<file path="src/rtl/psum_accumulator_pkg.sv">
// Shared widths and arithmetic helpers for the partial-sum accumulator.
// Holds SUM_IN_W, the default ACC_W, and the saturating add used per term.
package psum_accumulator_pkg;

  localparam int SUM_IN_W  = 8;
  localparam int ACC_W_DEF = 10;
  localparam int MAX_ACC_W = 32;

  // Unsigned add of one tree result onto a running sum that is w bits
  // wide; clamps at 2^w-1 instead of wrapping.
  function automatic logic [MAX_ACC_W-1:0] sat_add(
    input logic [MAX_ACC_W-1:0] acc,
    input logic [SUM_IN_W-1:0]  term,
    input int unsigned          w
  );
    logic [MAX_ACC_W:0] one;
    logic [MAX_ACC_W:0] lim;
    logic [MAX_ACC_W:0] sum;
    one = {{MAX_ACC_W{1'b0}}, 1'b1};
    lim = (one << w) - one;
    sum = {1'b0, acc}
        + {{(MAX_ACC_W + 1 - SUM_IN_W){1'b0}}, term};
    if (sum > lim) begin
      sat_add = lim[MAX_ACC_W-1:0];
    end else begin
      sat_add = sum[MAX_ACC_W-1:0];
    end
  endfunction

endpackage

</file>
<file path="src/rtl/psum_accumulator_if.sv">
// Output stream of completed group sums (valid/ready handshake).
// master: drives out_valid/out_data/out_last_partial; slave: drives out_ready.
interface psum_accumulator_if
  import psum_accumulator_pkg::*;
#(
  parameter int ACC_W = ACC_W_DEF
);

  logic             out_valid;
  logic             out_ready;
  logic [ACC_W-1:0] out_data;
  logic             out_last_partial;

  modport master (
    output out_valid,
    output out_data,
    output out_last_partial,
    input  out_ready
  );

  modport slave (
    input  out_valid,
    input  out_data,
    input  out_last_partial,
    output out_ready
  );

endinterface

</file>
<file path="src/rtl/psum_out_fifo.sv">
// Small FIFO buffering completed groups ahead of the consumer.
// Ports: clk, reset, push/push_data, pop, full, empty, head (0 when empty).
module psum_out_fifo #(
  parameter int WIDTH = 11,
  parameter int DEPTH = 2
) (
  input  logic             clk,
  input  logic             reset,
  input  logic             push,
  input  logic [WIDTH-1:0] push_data,
  input  logic             pop,
  output logic             full,
  output logic             empty,
  output logic [WIDTH-1:0] head
);

  localparam int PTR_W = (DEPTH > 1) ? $clog2(DEPTH) : 1;
  localparam int CNT_W = $clog2(DEPTH + 1);
  localparam logic [PTR_W-1:0] PTR_LAST = PTR_W'(DEPTH - 1);
  localparam logic [CNT_W-1:0] CNT_FULL = CNT_W'(DEPTH);

  logic [WIDTH-1:0] mem [DEPTH];
  logic [PTR_W-1:0] rd_ptr;
  logic [PTR_W-1:0] wr_ptr;
  logic [CNT_W-1:0] count;
  logic             do_pop;
  logic             do_push;

  function automatic logic [PTR_W-1:0] inc(
    input logic [PTR_W-1:0] p
  );
    inc = (p == PTR_LAST) ? '0 : p + PTR_W'(1);
  endfunction

  assign full  = (count == CNT_FULL);
  assign empty = (count == '0);
  assign head  = empty ? '0 : mem[rd_ptr];

  // A push into a full buffer still lands when the head leaves
  // in the same cycle.
  assign do_pop  = pop && !empty;
  assign do_push = push && (!full || do_pop);

  always_ff @(posedge clk) begin
    if (reset) begin
      rd_ptr <= '0;
      wr_ptr <= '0;
      count  <= '0;
      for (int i = 0; i < DEPTH; i++) begin
        mem[i] <= '0;
      end
    end else begin
      if (do_push) begin
        mem[wr_ptr] <= push_data;
        wr_ptr      <= inc(wr_ptr);
      end
      if (do_pop) begin
        rd_ptr <= inc(rd_ptr);
      end
      unique case ({do_push, do_pop})
        2'b10:   count <= count + CNT_W'(1);
        2'b01:   count <= count - CNT_W'(1);
        default: count <= count;
      endcase
    end
  end

endmodule

</file>
<file path="src/rtl/psum_accumulator.sv">
// Accumulates NUM_TERMS adder-tree results per group and buffers sums.
// Ports: clk, reset, sum_valid/sum_in, flush, busy, overflow_err, out_stream.
module psum_accumulator
  import psum_accumulator_pkg::*;
#(
  parameter int NUM_TERMS  = 4,
  parameter int ACC_W      = ACC_W_DEF,
  parameter int FIFO_DEPTH = 2
) (
  input  logic                clk,
  input  logic                reset,
  input  logic                sum_valid,
  input  logic [SUM_IN_W-1:0] sum_in,
  input  logic                flush,
  output logic                busy,
  output logic                overflow_err,
  psum_accumulator_if.master  out_stream
);

  localparam int CNT_W = $clog2(NUM_TERMS);
  localparam logic [CNT_W-1:0] LAST = CNT_W'(NUM_TERMS - 1);

  logic [ACC_W-1:0]     acc;
  logic [ACC_W-1:0]     acc_next;
  logic [ACC_W-1:0]     acc_d;
  logic [CNT_W-1:0]     cnt;
  logic [CNT_W-1:0]     cnt_d;
  logic [MAX_ACC_W-1:0] acc_sat;
  logic                 complete;
  logic                 partial;
  logic                 push;
  logic                 pop;
  logic                 full;
  logic                 empty;
  logic [ACC_W:0]       head;

  assign acc_sat = sat_add(MAX_ACC_W'(acc), sum_in, ACC_W);

  // Saturation keeps the result inside ACC_W bits, so the rest is spare.
  if (ACC_W < MAX_ACC_W) begin : g_spare
    logic unused_sat;
    assign unused_sat = ^acc_sat[MAX_ACC_W-1:ACC_W];
  end

  always_comb begin
    acc_next = acc;
    if (sum_valid) begin
      acc_next = acc_sat[ACC_W-1:0];
    end
    complete = sum_valid && (cnt == LAST);
    // A flush landing on the natural last term is an ordinary completion.
    partial  = flush && !complete
            && (sum_valid || (cnt != '0));
    push     = complete || partial;
    acc_d    = acc;
    cnt_d    = cnt;
    if (push) begin
      acc_d = '0;
      cnt_d = '0;
    end else if (sum_valid) begin
      acc_d = acc_next;
      cnt_d = cnt + CNT_W'(1);
    end
  end

  assign pop = out_stream.out_valid && out_stream.out_ready;

  always_ff @(posedge clk) begin
    if (reset) begin
      acc          <= '0;
      cnt          <= '0;
      busy         <= 1'b0;
      overflow_err <= 1'b0;
    end else begin
      acc  <= acc_d;
      cnt  <= cnt_d;
      busy <= (cnt_d != '0);
      if (push && full && !pop) begin
        overflow_err <= 1'b1;
      end
    end
  end

  psum_out_fifo #(
    .WIDTH (ACC_W + 1),
    .DEPTH (FIFO_DEPTH)
  ) u_fifo (
    .clk       (clk),
    .reset     (reset),
    .push      (push),
    .push_data ({partial, acc_next}),
    .pop       (pop),
    .full      (full),
    .empty     (empty),
    .head      (head)
  );

  assign out_stream.out_valid        = !empty;
  assign out_stream.out_data         = head[ACC_W-1:0];
  assign out_stream.out_last_partial = head[ACC_W];

endmodule

</file>
<file path="src/flat_wrapper.sv">
// flat-port wrapper written by rule: the top's interface ports become plain ports
module psum_accumulator_flat import psum_accumulator_pkg::*;
#(
  parameter int NUM_TERMS  = 4,
  parameter int ACC_W      = ACC_W_DEF,
  parameter int FIFO_DEPTH = 2
)
  (clk, reset, sum_valid, sum_in, flush, busy, overflow_err, out_stream_out_valid, out_stream_out_data, out_stream_out_last_partial, out_stream_out_ready);
  psum_accumulator_if #(.ACC_W(ACC_W)) out_stream_i ();
  input  logic clk;
  input  logic reset;
  input  logic sum_valid;
  input  logic [SUM_IN_W-1:0] sum_in;
  input  logic flush;
  output logic busy;
  output logic overflow_err;
  output wire logic [$bits(out_stream_i.out_valid)-1:0] out_stream_out_valid;
  output wire logic [$bits(out_stream_i.out_data)-1:0] out_stream_out_data;
  output wire logic [$bits(out_stream_i.out_last_partial)-1:0] out_stream_out_last_partial;
  input wire logic [$bits(out_stream_i.out_ready)-1:0] out_stream_out_ready;
  assign out_stream_out_valid = out_stream_i.out_valid;
  assign out_stream_out_data = out_stream_i.out_data;
  assign out_stream_out_last_partial = out_stream_i.out_last_partial;
  assign out_stream_i.out_ready = out_stream_out_ready;
  psum_accumulator #(.NUM_TERMS(NUM_TERMS), .ACC_W(ACC_W), .FIFO_DEPTH(FIFO_DEPTH)) u_core (.clk(clk), .reset(reset), .sum_valid(sum_valid), .sum_in(sum_in), .flush(flush), .busy(busy), .overflow_err(overflow_err), .out_stream(out_stream_i));
endmodule
</file>
<file path="config.mk">
export PLATFORM = sky130hd
export DESIGN_NAME = psum_accumulator_flat
export DESIGN_NICKNAME = d
export VERILOG_FILES = /design/src/rtl/psum_accumulator_pkg.sv /design/src/rtl/psum_accumulator_if.sv /design/src/rtl/psum_out_fifo.sv /design/src/rtl/psum_accumulator.sv /design/src/flat_wrapper.sv
export SDC_FILE = /design/constraint.sdc
export NUM_CORES = 1
export LEC_CHECK = 0
export ABC_AREA = 1
export CORE_MARGIN = 1.5
export CORE_UTILIZATION = 55
export CTS_CLUSTER_DIAMETER = 80
export CTS_CLUSTER_SIZE = 16
export DETAILED_ROUTE_END_ITERATION = 8
export GPL_ROUTABILITY_DRIVEN = 0
export PLACE_DENSITY = 0.79
export SLEW_MARGIN = 25
export SYNTH_ARGS = -nofsm -noshare
export SYNTH_HDL_FRONTEND = slang
export SYNTH_SLANG_ARGS = --single-unit
</file>
<file path="constraint.sdc">
create_clock -name clk -period 2.5 [get_ports clk]
set_input_delay 0.375 -clock clk [delete_from_list [all_inputs] [get_ports clk]]
set_output_delay 0.375 -clock clk [all_outputs]
set_load 0.01 [all_outputs]
</file>
# ---- Yosys cells after proc, flatten, opt, wreduce, memory -nomap -nowiden
# Memory sizes are Yosys's and may differ from the RTL's. A register that Yosys moved wholly into a read port is not among the register bits.
# Cells that the tools add are included.
dict set report word_totals {
  regBits 18
  ramBits 22
  in_bits 13
  output_inout_bits 14
  mem_count 1
}
# name words word_bits rd rd_ports_with_merged_regs wr line_no
set mem_list {}
lappend mem_list {u_core.u_fifo.mem 2 11 1 1 2 psum_out_fifo.sv:22} ;# logic [WIDTH-1:0] mem [DEPTH];
dict set report op_classes {
  add_sub_neg 6
  n_lt_le_gt_ge 1
  n_eq_ne 4
  n_mux 18
  reduce_logical 21
}
# operator count
set op_table {}
lappend op_table {{$mux W11} 2}
lappend op_table {{$mux W10} 2}
lappend op_table {{$add A10 B8 Y11} 1}
lappend op_table {{$gt A11 B10 Y1 const B} 1}
lappend op_table {{$mux W1} 11}
lappend op_table {{$reduce_or A11 Y1} 1}
lappend op_table {{$logic_and A1 B1 Y1} 8}
lappend op_table {{$eq A2 B2 Y1 const B} 3}
lappend op_table {{$reduce_bool A2 Y1} 3}
lappend op_table {{$add A2 B1 Y2 const B} 2}
lappend op_table {{$logic_not A1 Y1} 4}
lappend op_table {{$mux W2} 2}
lappend op_table {{$pmux W2 S2} 1}
lappend op_table {{$logic_or A1 B1 Y1} 3}
lappend op_table {{$add A1 B1 Y1 const B} 2}
lappend op_table {{$eq A2 B1 Y1 const B} 1}
lappend op_table {{$logic_not A2 Y1} 1}
lappend op_table {{$reduce_or A2 Y1} 1}
lappend op_table {{$sub A2 B1 Y2 const B} 1}

# ---- Longest topological paths before layout
# Gate-level depths: netlist of run 1.
dict set report depth {
  ltp_word 12
  mapped_depth 12
}

# ---- By module
# A second synthesis of run 1 with hierarchy kept.
dict set report unflattened {
  cells_unflattened 330
  hier_area_um2 2544.9
}
# mod instances cells_each area_each_um2
set by_module_without_submodules {}
lappend by_module_without_submodules {psum_accumulator 1 196 1291.2}
lappend by_module_without_submodules {psum_out_fifo 1 134 1253.7}

# ---- Least setup slack after synthesis of run 1
# No wires, ideal clock.
dict set report synth_timing {
  kind {input -> register}
  startpoint {input port sum_in[0]}
  endpoint {memory u_core.u_fifo.mem[0][8], data pin}
  setup_ns 0.261
  arrival_time_ns 1.661
  path_slack_ns 0.579
  cell_stages 11
  path_buffers 0
  cell_sequence {ha_1 > inv_1 > fa_1 > inv_1 > nand3_1 > nand2_1 > nand2_1 > nand2_1 > nand2_1 > o22ai_1 > nor2_1}
}
# item line_no
set synth_rtl {}
lappend synth_rtl {{from (decl)} flat_wrapper.sv:13} ;# input logic [SUM_IN_W-1:0] sum_in;
lappend synth_rtl {{to (decl)} psum_out_fifo.sv:22}

# ---- Worst setup path in the final report of run 1
dict set report layout_timing {
  startpoint {register u_core.u_fifo.count[1]}
  endpoint {output port out_stream_out_data[0]}
}
dict set report layout_via {
  elab_chain_len 2
}
# item line_no
set layout_rtl {}
lappend layout_rtl {{from (decl)} psum_out_fifo.sv:25} ;# logic [CNT_W-1:0] count;
lappend layout_rtl {{from (signal assigned)} psum_out_fifo.sv:61} ;# 2'b10: count <= count + CNT_W'(1);
lappend layout_rtl {{from (signal assigned)} psum_out_fifo.sv:62} ;# 2'b01: count <= count - CNT_W'(1);
lappend layout_rtl {{from (signal assigned)} psum_out_fifo.sv:63} ;# default: count <= count;
lappend layout_rtl {{$logic_not A2 Y1} psum_out_fifo.sv:36} ;# assign empty = (count == '0);
lappend layout_rtl {{$mux W11} psum_out_fifo.sv:37} ;# assign head = empty ? '0 : mem[rd_ptr];
lappend layout_rtl {{to (decl)} flat_wrapper.sv:18} ;# output wire logic [$bits(out_stream_i.out_data)-1:0] out_stream_out_data;
# Every way passes these cells.

==> impl_metrics.toml, run 1 <==
[status]
status = "completed"

[grt]
gr-total-overflow = 0
grt_max_degree = 21
grt_util_met1_pct = 29.27
met3_usage_pct = 4.561
busiest_layer = "met2"
grt_util_met2_pct = 35.50
grt_pass1_vias = 1662
grt_pass1_wl_um = 7251
antenna_found_initial = 0
grt_usage_pct = 21.87

[sta]
finalSetupTns_ns = 0
relSlewSlack_pct = 45.24
setup_viol = 0
rsz0062_at_grt = "no"
maxSlewViolCount = 0
whs_ns = 0.4846
fmax_mhz = 436.0
fin_worst_skew_ns = 0.004057
fin_crit_sh_pct = 91.75
worst-slew-pin-transition_ns = 0.8183
fin_crit_ns = 2.294
hold_violations = 0

[final_layout]
final_util_pct = 70.01
syn2layout_area_growth_pct = 18.41
antenna_cells = 0
fin_nets = 344
drive_gt1_share_pct = 9.063
final_cells = 368

[pwr]
power_density_nw_per_um2 = 627.0
ir_drop_uv = 321.6
finalPower_w = 0.001655
power.leakage_nw = 1.179

[min_path]
hold_path_class = "flip-flop to flip-flop"

[placement]
port_buffers = 26
dpl.cell_count = 360
dpl.hpwl_um = 3330

[yosys]
ys_ff_latch = 41
yosysTopAreaCell = "edfxtp_1"
syn_area_per_cell_um2 = 7.742
mappedNetlistNets = 313
yosys_warnings = 0
synthMostInstantiatedCell = "nand2_1"
async_flop_share_pct = 0
synth_cell_types = 30
yosysSeqAreaShare_pct = 46.69
synthTopCellsByCount = "nand2_1 (81), nor2_1 (46), inv_1 (27)"
ys_top_cells_by_area = "edfxtp_1 (30%), dfxtp_1 (17%), nand2_1 (14%), nor2_1 (7.7%), ha_1 (6.2%)"
synth_top_area_share_pct = 29.63
synth_edf_count = 22
synthCells = 288
syn_area_um2 = 2230
synthFlopType = "edfxtp_1"

[route]
routed_wirelength_um = 4348
wl_per_cell_um = 11.82
vias = 1857
via_per_inst = 5.046
detail-route-antenna-nets = 0
drtPass1Iterations = 4
drc = 0
initialDrtViolationCount = 131

[worst_setup_path]
cp.required_ns = 2.12
arrival_ns = 1.92
critPathLaunchType = "flip-flop"
reg2reg_slack_ns = 0.44
critPathKind = "flip-flop to output pin"
critical_path.max_fanout = 13
endpoint_kind = "output pin"

[run]
drv_cap = 0

[cts]
numCtsBuffers = 5
cts_tree = "built"
post_cts_buffers = 0
cts_root_buffer = "clkbuf_8"
numClockSinks = 41
h-tree-depth = 2
clk_pin_slew_ns = 0.08
ctsResizeCount = 0
cts_hold_repair.buffers = 0
cts_max_path_buffers = 2
clkLatencyLatePin_ns = 0.29

[die]
ios = 27
design.die.area_um2 = 4445
die_x_um = 66.67
core-area_um2 = 3771
die_h_um = 66.67
rows = 22
start_util_pct = 59.12
==> path summary, 6_finish.rpt <==
path / startpoint / to / cells past startpoint
worst max-delay path: u_core.u_fifo.count[1] / out_stream_out_data[0] / 3
worst min-delay path: u_core.u_fifo.rd_ptr / u_core.u_fifo.rd_ptr / 1
worst max register to register: u_core.acc[0] / u_core.u_fifo.mem[1][8] / 11
worst min register to register: u_core.u_fifo.rd_ptr / u_core.u_fifo.rd_ptr / 1
==> worst max-delay path, cell delays in order (launching register included) <==
cell             delay (ns)
dfxtp_1                0.34
nor2_1                 0.64
a21oi_1                0.12
clkdlybuf4s50_1        0.52
==> power by group <==
part           internal, W  switching (W)
sequential        0.000766      0.0000319
clock             0.000193       0.000231
combinational     0.000187       0.000247
==> cell families (layout without fill, tap and decap cells) <==
| family | after synthesis | after routing | synth area share, % |
|---|---|---|---|
| flip-flops | 41 | 41 | 46.69 |
| buffers and inverters | 39 | 71 | 7.071 |
| AND/OR/NAND/NOR | 163 | 163 | 30.75 |
| XOR/XNOR | 4 | 4 | 1.572 |
| AO/OA/AOI/OAI | 29 | 29 | 6.846 |
| adder cells (fa/ha/maj) | 12 | 12 | 7.071 |
==> stage by stage <==
| step | area [µm²] | worst slack [ns] |
|---|---|---|
| 2_1_floorplan | 2230 | 0.5786 |
| 3_3_place_gp | 2554 | 0.001820 |
| 3_5_place_dp | 2554 | -0.05152 |
| 4_1_cts | 2640 | 0.1746 |
| 5_1_grt | 2640 | 0.04037 |
| 6_report | 2640 | 0.2062 |
==> layer usage <==
metal	wire, µm	part of all wire, %
met5	0	0
met3	194	4.5
met1	2139	49
met2	1953	45
met4	61	1.4
==> registers in the layout (all words and copies together), names as in the netlist, named ones only <==
name                  count
u_core.busy               1
u_core.overflow_err       1
u_core.u_fifo.rd_ptr      1
u_core.u_fifo.wr_ptr      1
u_core.u_fifo.count       2
u_core.u_fifo.mem        22
u_core.cnt                2
u_core.acc               10
==> cell type report <==
cell class              count  area [µm²]
clock buffers               5       68.82
clock inverters             3       17.52
fillers                   296        1131
inverters                  31       116.4
multi-input cells         208        1031
flip-flops and latches     41        1041
well taps                  48       60.06
repair buffers             32       305.3
==> cell usage in the layout, fill, tap and decap left out, drive strengths merged <==
master,instances
buf,6
clkdlybuf4s50,26
inv,31
o22ai,1
a21boi,1
ha,11
nand2,83
clkbuf,5
or2,6
a21oi,23
nand4,2
edfxtp,22
clkinvlp,1
xnor2,2
o21ai,4
dfxtp,19
nand3b,1
clkinv,2
nor2,48
xor2,2
fa,1
and3,1
nand3,17
nor3,5
Note: power is estimated with default switching activity, not from simulation.
==> inputs of run 2 (changes only) <==
--- a/config.mk
+++ b/config.mk
@@ -7,12 +7,10 @@
 export LEC_CHECK = 0
 export ABC_AREA = 1
 export CORE_MARGIN = 1.5
-export CORE_UTILIZATION = 55
+export CORE_UTILIZATION = 30
 export CTS_CLUSTER_DIAMETER = 80
-export CTS_CLUSTER_SIZE = 16
 export DETAILED_ROUTE_END_ITERATION = 8
 export GPL_ROUTABILITY_DRIVEN = 0
-export PLACE_DENSITY = 0.79
 export SLEW_MARGIN = 25
 export SYNTH_ARGS = -nofsm -noshare
 export SYNTH_HDL_FRONTEND = slang
==> impl_metrics.toml, run 2 (same netlist as run 1, synthesis figures left out) <==
[status]
status = "completed"

[route]
wl_per_cell_um = 11.18
drtPass1Iterations = 4
routed_wirelength_um = 4731
initialDrtViolationCount = 109
vias = 1856
via_per_inst = 4.388
drc = 0
detail-route-antenna-nets = 0

[placement]
place_ws_ns = -0.09522
placed_cell_area_um2 = 2648
dpl.hpwl_um = 3599
port_buffers = 26

[sta]
fin_worst_skew_ns = 0.004479
fmax_mhz = 434.3
whs_ns = 0.4727
fin_crit_ns = 2.302
hold_violations = 0
fin_crit_sh_pct = 92.09
rsz0062_at_grt = "no"
setup_ws_ns = 0.1977
relSlewSlack_pct = 62.45
finalSetupTns_ns = 0
worst-slew-pin-transition_ns = 0.5627
maxSlewViolCount = 0
setup_viol = 0

[die]
core-area_um2 = 7214
die_h_um = 89.21
start_util_pct = 30.91
rows = 31
design.die.area_um2 = 7958
ios = 27
die_x_um = 89.21

[grt]
antenna_found_initial = 0
grt_usage_pct = 13.24
grt_pass1_wl_um = 8045
grt_pass1_vias = 1661
gr-total-overflow = 0
grt_max_degree = 21

[cts]
clkLatencyLatePin_ns = 0.29
cts_tree = "built"
cts_hold_repair.buffers = 0
h-tree-depth = 2
post_cts_buffers = 0
cts_root_buffer = "clkbuf_8"
numCtsBuffers = 5
clk_pin_slew_ns = 0.08
cts_max_path_buffers = 2
numClockSinks = 41

[final_layout]
reg.largest.list = "u_core.u_fifo.mem: 22 flops, u_core.acc: 10 flops"
num-fill-cells = 781
final_util_pct = 37.93
stdcell_area_um2 = 2736
antenna_cells = 0
final_cell_mix = "nand2_1 (81), nor2_1 (45), inv_1 (27), clkdlybuf4s50_1 (26), a21oi_1 (23)"
syn2layout_area_growth_pct = 22.73
largest_register_ffs = 22
top_register = "u_core.u_fifo.mem"
fin_nets = 348
final_common_cell = "nand2_1"
drive_gt1_share_pct = 10.19

[pwr]
power.leakage_nw = 1.198
ir_drop_uv = 251.8
clockPowerShare_pct = 24.8
power.switching_w = 0.0005068
comb_power_share_pct = 27.2
p_seq_share_pct = 48.0
p_int_w = 0.001155
power_density_nw_per_um2 = 607.4
swShare_pct = 30.49

[worst_setup_path]
path_cells = "clkdlybuf4s50_1 > ha_1 > inv_1 > fa_1 > inv_1 > nand3_1 > nand2_1 > nand2_1 > nand2_1 > nand2_1 > o22ai_1 > nor2_1"
critical_path.max_fanout = 3
crit_buf_inv = 3
cpMostUsedCell = "nand2_1"
path_delay_family = "buffers and inverters"
critPathMaxStageDelay_ns = 0.47
cp.required_ns = 2.54
critPathKind = "input pin to flip-flop"
cpMaxStageDelayCell = "clkdlybuf4s50_1"
critPathLaunchType = "input pin"
endpoint_kind = "flip-flop"
arrival_ns = 2.34

[min_path]
hold_path_class = "flip-flop to flip-flop"

[run]
drv_cap = 0
==> run 2: power groups by stage <==
stage	Combinational [W]	Sequential, W	Clock (W)
5_1_grt	0.000508	0.000805	0.000459
3_5_place_dp	0.000453	0.000813	0
3_3_place_gp	0.000447	0.000812	0
4_1_cts	0.000455	0.000797	0.000426
2_1_floorplan	0.000283	0.000803	0
6_report	0.000451	0.000798	0.000412
==> run 2: stage by stage <==
step                total power, W  instances
finish                    0.001662        423
global route              0.001772        423
CTS                       0.001679        423
detailed placement        0.001265        415
global placement          0.001259        415
floorplan                 0.001086        288
==> run 2: metal layers <==
metal	global-route usage, %	part of all wire, %	vias up	wire length (µm)
met5	0	0	-	0
li1	-	-	1001	-
met3	2.585	2.5	6	120
met4	4.615	1.8	0	87
met1	18.95	51	812	2409
met2	19.96	45	37	2113
==> run 2: path summary, 6_finish.rpt <==
check | to | from | slack, ns | depth (start not counted)
worst max-delay path | u_core.u_fifo.mem[0][8] | sum_in[0] | 0.20 | 12
worst min-delay path | u_core.u_fifo.rd_ptr | u_core.u_fifo.rd_ptr | 0.47 | 1
worst max register to register | u_core.u_fifo.mem[0][8] | u_core.acc[0] | 0.41 | 11
worst min register to register | u_core.u_fifo.rd_ptr | u_core.u_fifo.rd_ptr | 0.47 | 1
==> run 2: worst register-to-register path, stage by stage, from the launching register on <==
cell,delay (ns)
dfxtp_1,0.35
ha_1,0.18
inv_1,0.07
fa_1,0.38
inv_1,0.08
nand3_1,0.07
nand2_1,0.11
nand2_1,0.07
nand2_1,0.09
nand2_1,0.07
o22ai_1,0.29
nor2_1,0.08
==> run 2: area by class of cell <==
class	instances	area [µm²]	area share [%]
clock buffer	7	76.32	2.789
tap	99	123.9	4.527
multi-input combinational	208	1039	37.95
sequential	41	1041	38.04
clock inverter	1	5.005	0.1829
timing repair buffer	36	335.3	12.25
inverter	31	116.4	4.252
==> run 2: what timing repair did <==
action,in CTS,in global routing
endpoints found under the setup margin,0,5
gates resized for setup,0,2
hold endpoints to repair,0,0
==> inputs of run 3 (changes only) <==
--- a/config.mk
+++ b/config.mk
@@ -6,11 +6,14 @@
 export NUM_CORES = 1
 export LEC_CHECK = 0
 export ABC_AREA = 1
+export CELL_PAD_IN_SITES_DETAIL_PLACEMENT = 1
+export CELL_PAD_IN_SITES_GLOBAL_PLACEMENT = 1
 export CORE_MARGIN = 1.5
 export CORE_UTILIZATION = 30
 export CTS_CLUSTER_DIAMETER = 80
 export DETAILED_ROUTE_END_ITERATION = 8
 export GPL_ROUTABILITY_DRIVEN = 0
+export PLACE_DENSITY_LB_ADDON = 0.1
 export SLEW_MARGIN = 25
 export SYNTH_ARGS = -nofsm -noshare
 export SYNTH_HDL_FRONTEND = slang
==> impl_metrics.toml, run 3 (same netlist as run 1, synthesis figures left out) <==
[status]
status = "completed"

[final_layout]
final_common_cell = "nand2_1"
syn2layout_area_growth_pct = 23.63
reg.largest.list = "u_core.u_fifo.mem: 22 flops, u_core.acc: 10 flops"
largest_register_ffs = 22
num-fill-cells = 900
drive_gt1_share_pct = 10.22
final_util_pct = 38.21
antenna_cells = 0
final_cell_mix = "nand2_1 (81), nor2_1 (45), inv_1 (27), clkdlybuf4s50_1 (26), a21oi_1 (23)"
top_register = "u_core.u_fifo.mem"
fin_nets = 347

[min_path]
min-delay-start = "u_core.u_fifo.rd_ptr"
hold_end = "u_core.u_fifo.rd_ptr"
whs_path_depth = 1
hold_path_class = "flip-flop to flip-flop"

[cts]
clk_pin_slew_ns = 0.08
cts_tree = "built"
cts_hold_repair.buffers = 0
clkLatencyLatePin_ns = 0.29
post_cts_buffers = 0
numCtsBuffers = 5
numClockSinks = 41
cts_max_path_buffers = 2
cts_root_buffer = "clkbuf_8"
h-tree-depth = 2

[die]
die_h_um = 89.21
start_util_pct = 30.91
rows = 31
ios = 27
core-area_um2 = 7214
design.die.area_um2 = 7958
die_x_um = 89.21

[sta]
hold_violations = 0
fmax_mhz = 430.0
setup_viol = 0
fin_crit_sh_pct = 93.03
worst-slew-pin-transition_ns = 0.5540
finalSetupTns_ns = 0
relSlewSlack_pct = 63.03
fin_crit_ns = 2.326
fin_worst_skew_ns = 0.01044
whs_ns = 0.4730
maxSlewViolCount = 0
rsz0062_at_grt = "no"

[worst_setup_path]
reg2reg_from = "u_core.acc[0]"
critPathLaunchType = "flip-flop"
path_delay_family = "buffers and inverters"
critical_path.max_fanout = 12
cp.required_ns = 2.12
critPathMaxStageDelay_ns = 0.62
arrival_ns = 1.95
endpoint_kind = "output pin"
rr_worst_depth = 12
crit_buf_inv = 2
critPathKind = "flip-flop to output pin"
timing.rr.end = "u_core.u_fifo.mem[0][0]"
reg2reg_slack_ns = 0.49
cpMaxStageDelayCell = "dfxtp_1"
path_cells = "inv_1 > nand2_1 > a21oi_1 > clkdlybuf4s50_1"

[run]
drv_cap = 0

[grt]
grt_usage_pct = 14.37
grt_pass1_vias = 1801
gr-total-overflow = 0
grt_pass1_wl_um = 8721
antenna_found_initial = 0
grt_max_degree = 21

[route]
routed_wirelength_um = 5369
drtPass1Iterations = 4
vias = 1863
detail-route-antenna-nets = 0
drc = 0
via_per_inst = 4.415
wl_per_cell_um = 12.72
initialDrtViolationCount = 47

[pwr]
comb_power_share_pct = 25.3
power.leakage_nw = 1.207
ir_drop_uv = 191.6
power_density_nw_per_um2 = 644.1
power.switching_w = 0.0005223
swShare_pct = 29.42
p_seq_share_pct = 45.4
p_int_w = 0.001253
clockPowerShare_pct = 29.3

[placement]
port_buffers = 26
dpl.hpwl_um = 4134
## run 3: changes by cell type in the layout (fill, tap and decap cells not counted), sizes merged
cell / before / now
clkbuf: 7 / 6
bufinv: 0 / 1
buf: 10 / 9
## run 3: area by class of cell
type,count,area [µm²],area share [%]
Sequential cell,41,1041,37.77
Tap cell,99,123.9,4.494
Clock inverter,2,35.03,1.271
Multi-Input combinational cell,208,1040,37.72
Inverter,31,116.4,4.222
Timing Repair Buffer,35,327.8,11.89
Clock buffer,6,72.57,2.633
## run 3: repair_timing
item | 4_1_cts | 5_1_grt
gates resized for setup | 0 | 2
setup endpoints to repair | 0 | 3
endpoints found under the hold margin | 0 | 0
## run 3: power groups by stage
stage          Combinational (W)  Sequential (W)  Clock [W]
6_report                0.000449        0.000806   0.000521
5_1_grt                 0.000508        0.000813   0.000566
4_1_cts                 0.000456        0.000806   0.000539
3_5_place_dp            0.000453        0.000821          0
3_3_place_gp            0.000451        0.000819          0
2_1_floorplan           0.000283        0.000803          0
## run 3: worst max-delay path by stage
stage | end | depth (start not counted) | slack (ns)
4_1_cts | out_stream_out_data[1] | 4 | 0.09
2_1_floorplan | u_core.u_fifo.mem[0][8] | 11 | 0.58
6_report | out_stream_out_data[1] | 4 | 0.17
3_3_place_gp | u_core.u_fifo.mem[1][8] | 12 | -0.07
5_1_grt | out_stream_out_data[1] | 4 | 0.03
3_5_place_dp | u_core.u_fifo.mem[1][8] | 12 | -0.16
## run 3: layer usage
layer	share of wire, %	GRT usage, %	vias up
li1	-	-	991
met1	50	19.73	845
met2	46	23.38	21
met3	2.3	2.308	6
met4	1.3	4.196	0
met5	0	0	-
## run 3: through the flow
stage / std cells / total power [W] / setup slack (ns) / cell area, µm²
3_5_place_dp: 414 / 0.001274 / -0.1559 / 2640
2_1_floorplan: 288 / 0.001086 / 0.5786 / 2230
3_3_place_gp: 414 / 0.001270 / -0.07421 / 2640
5_1_grt: 422 / 0.001887 / 0.02610 / 2756
4_1_cts: 422 / 0.001800 / 0.09252 / 2748
6_report: 422 / 0.001776 / 0.1744 / 2756
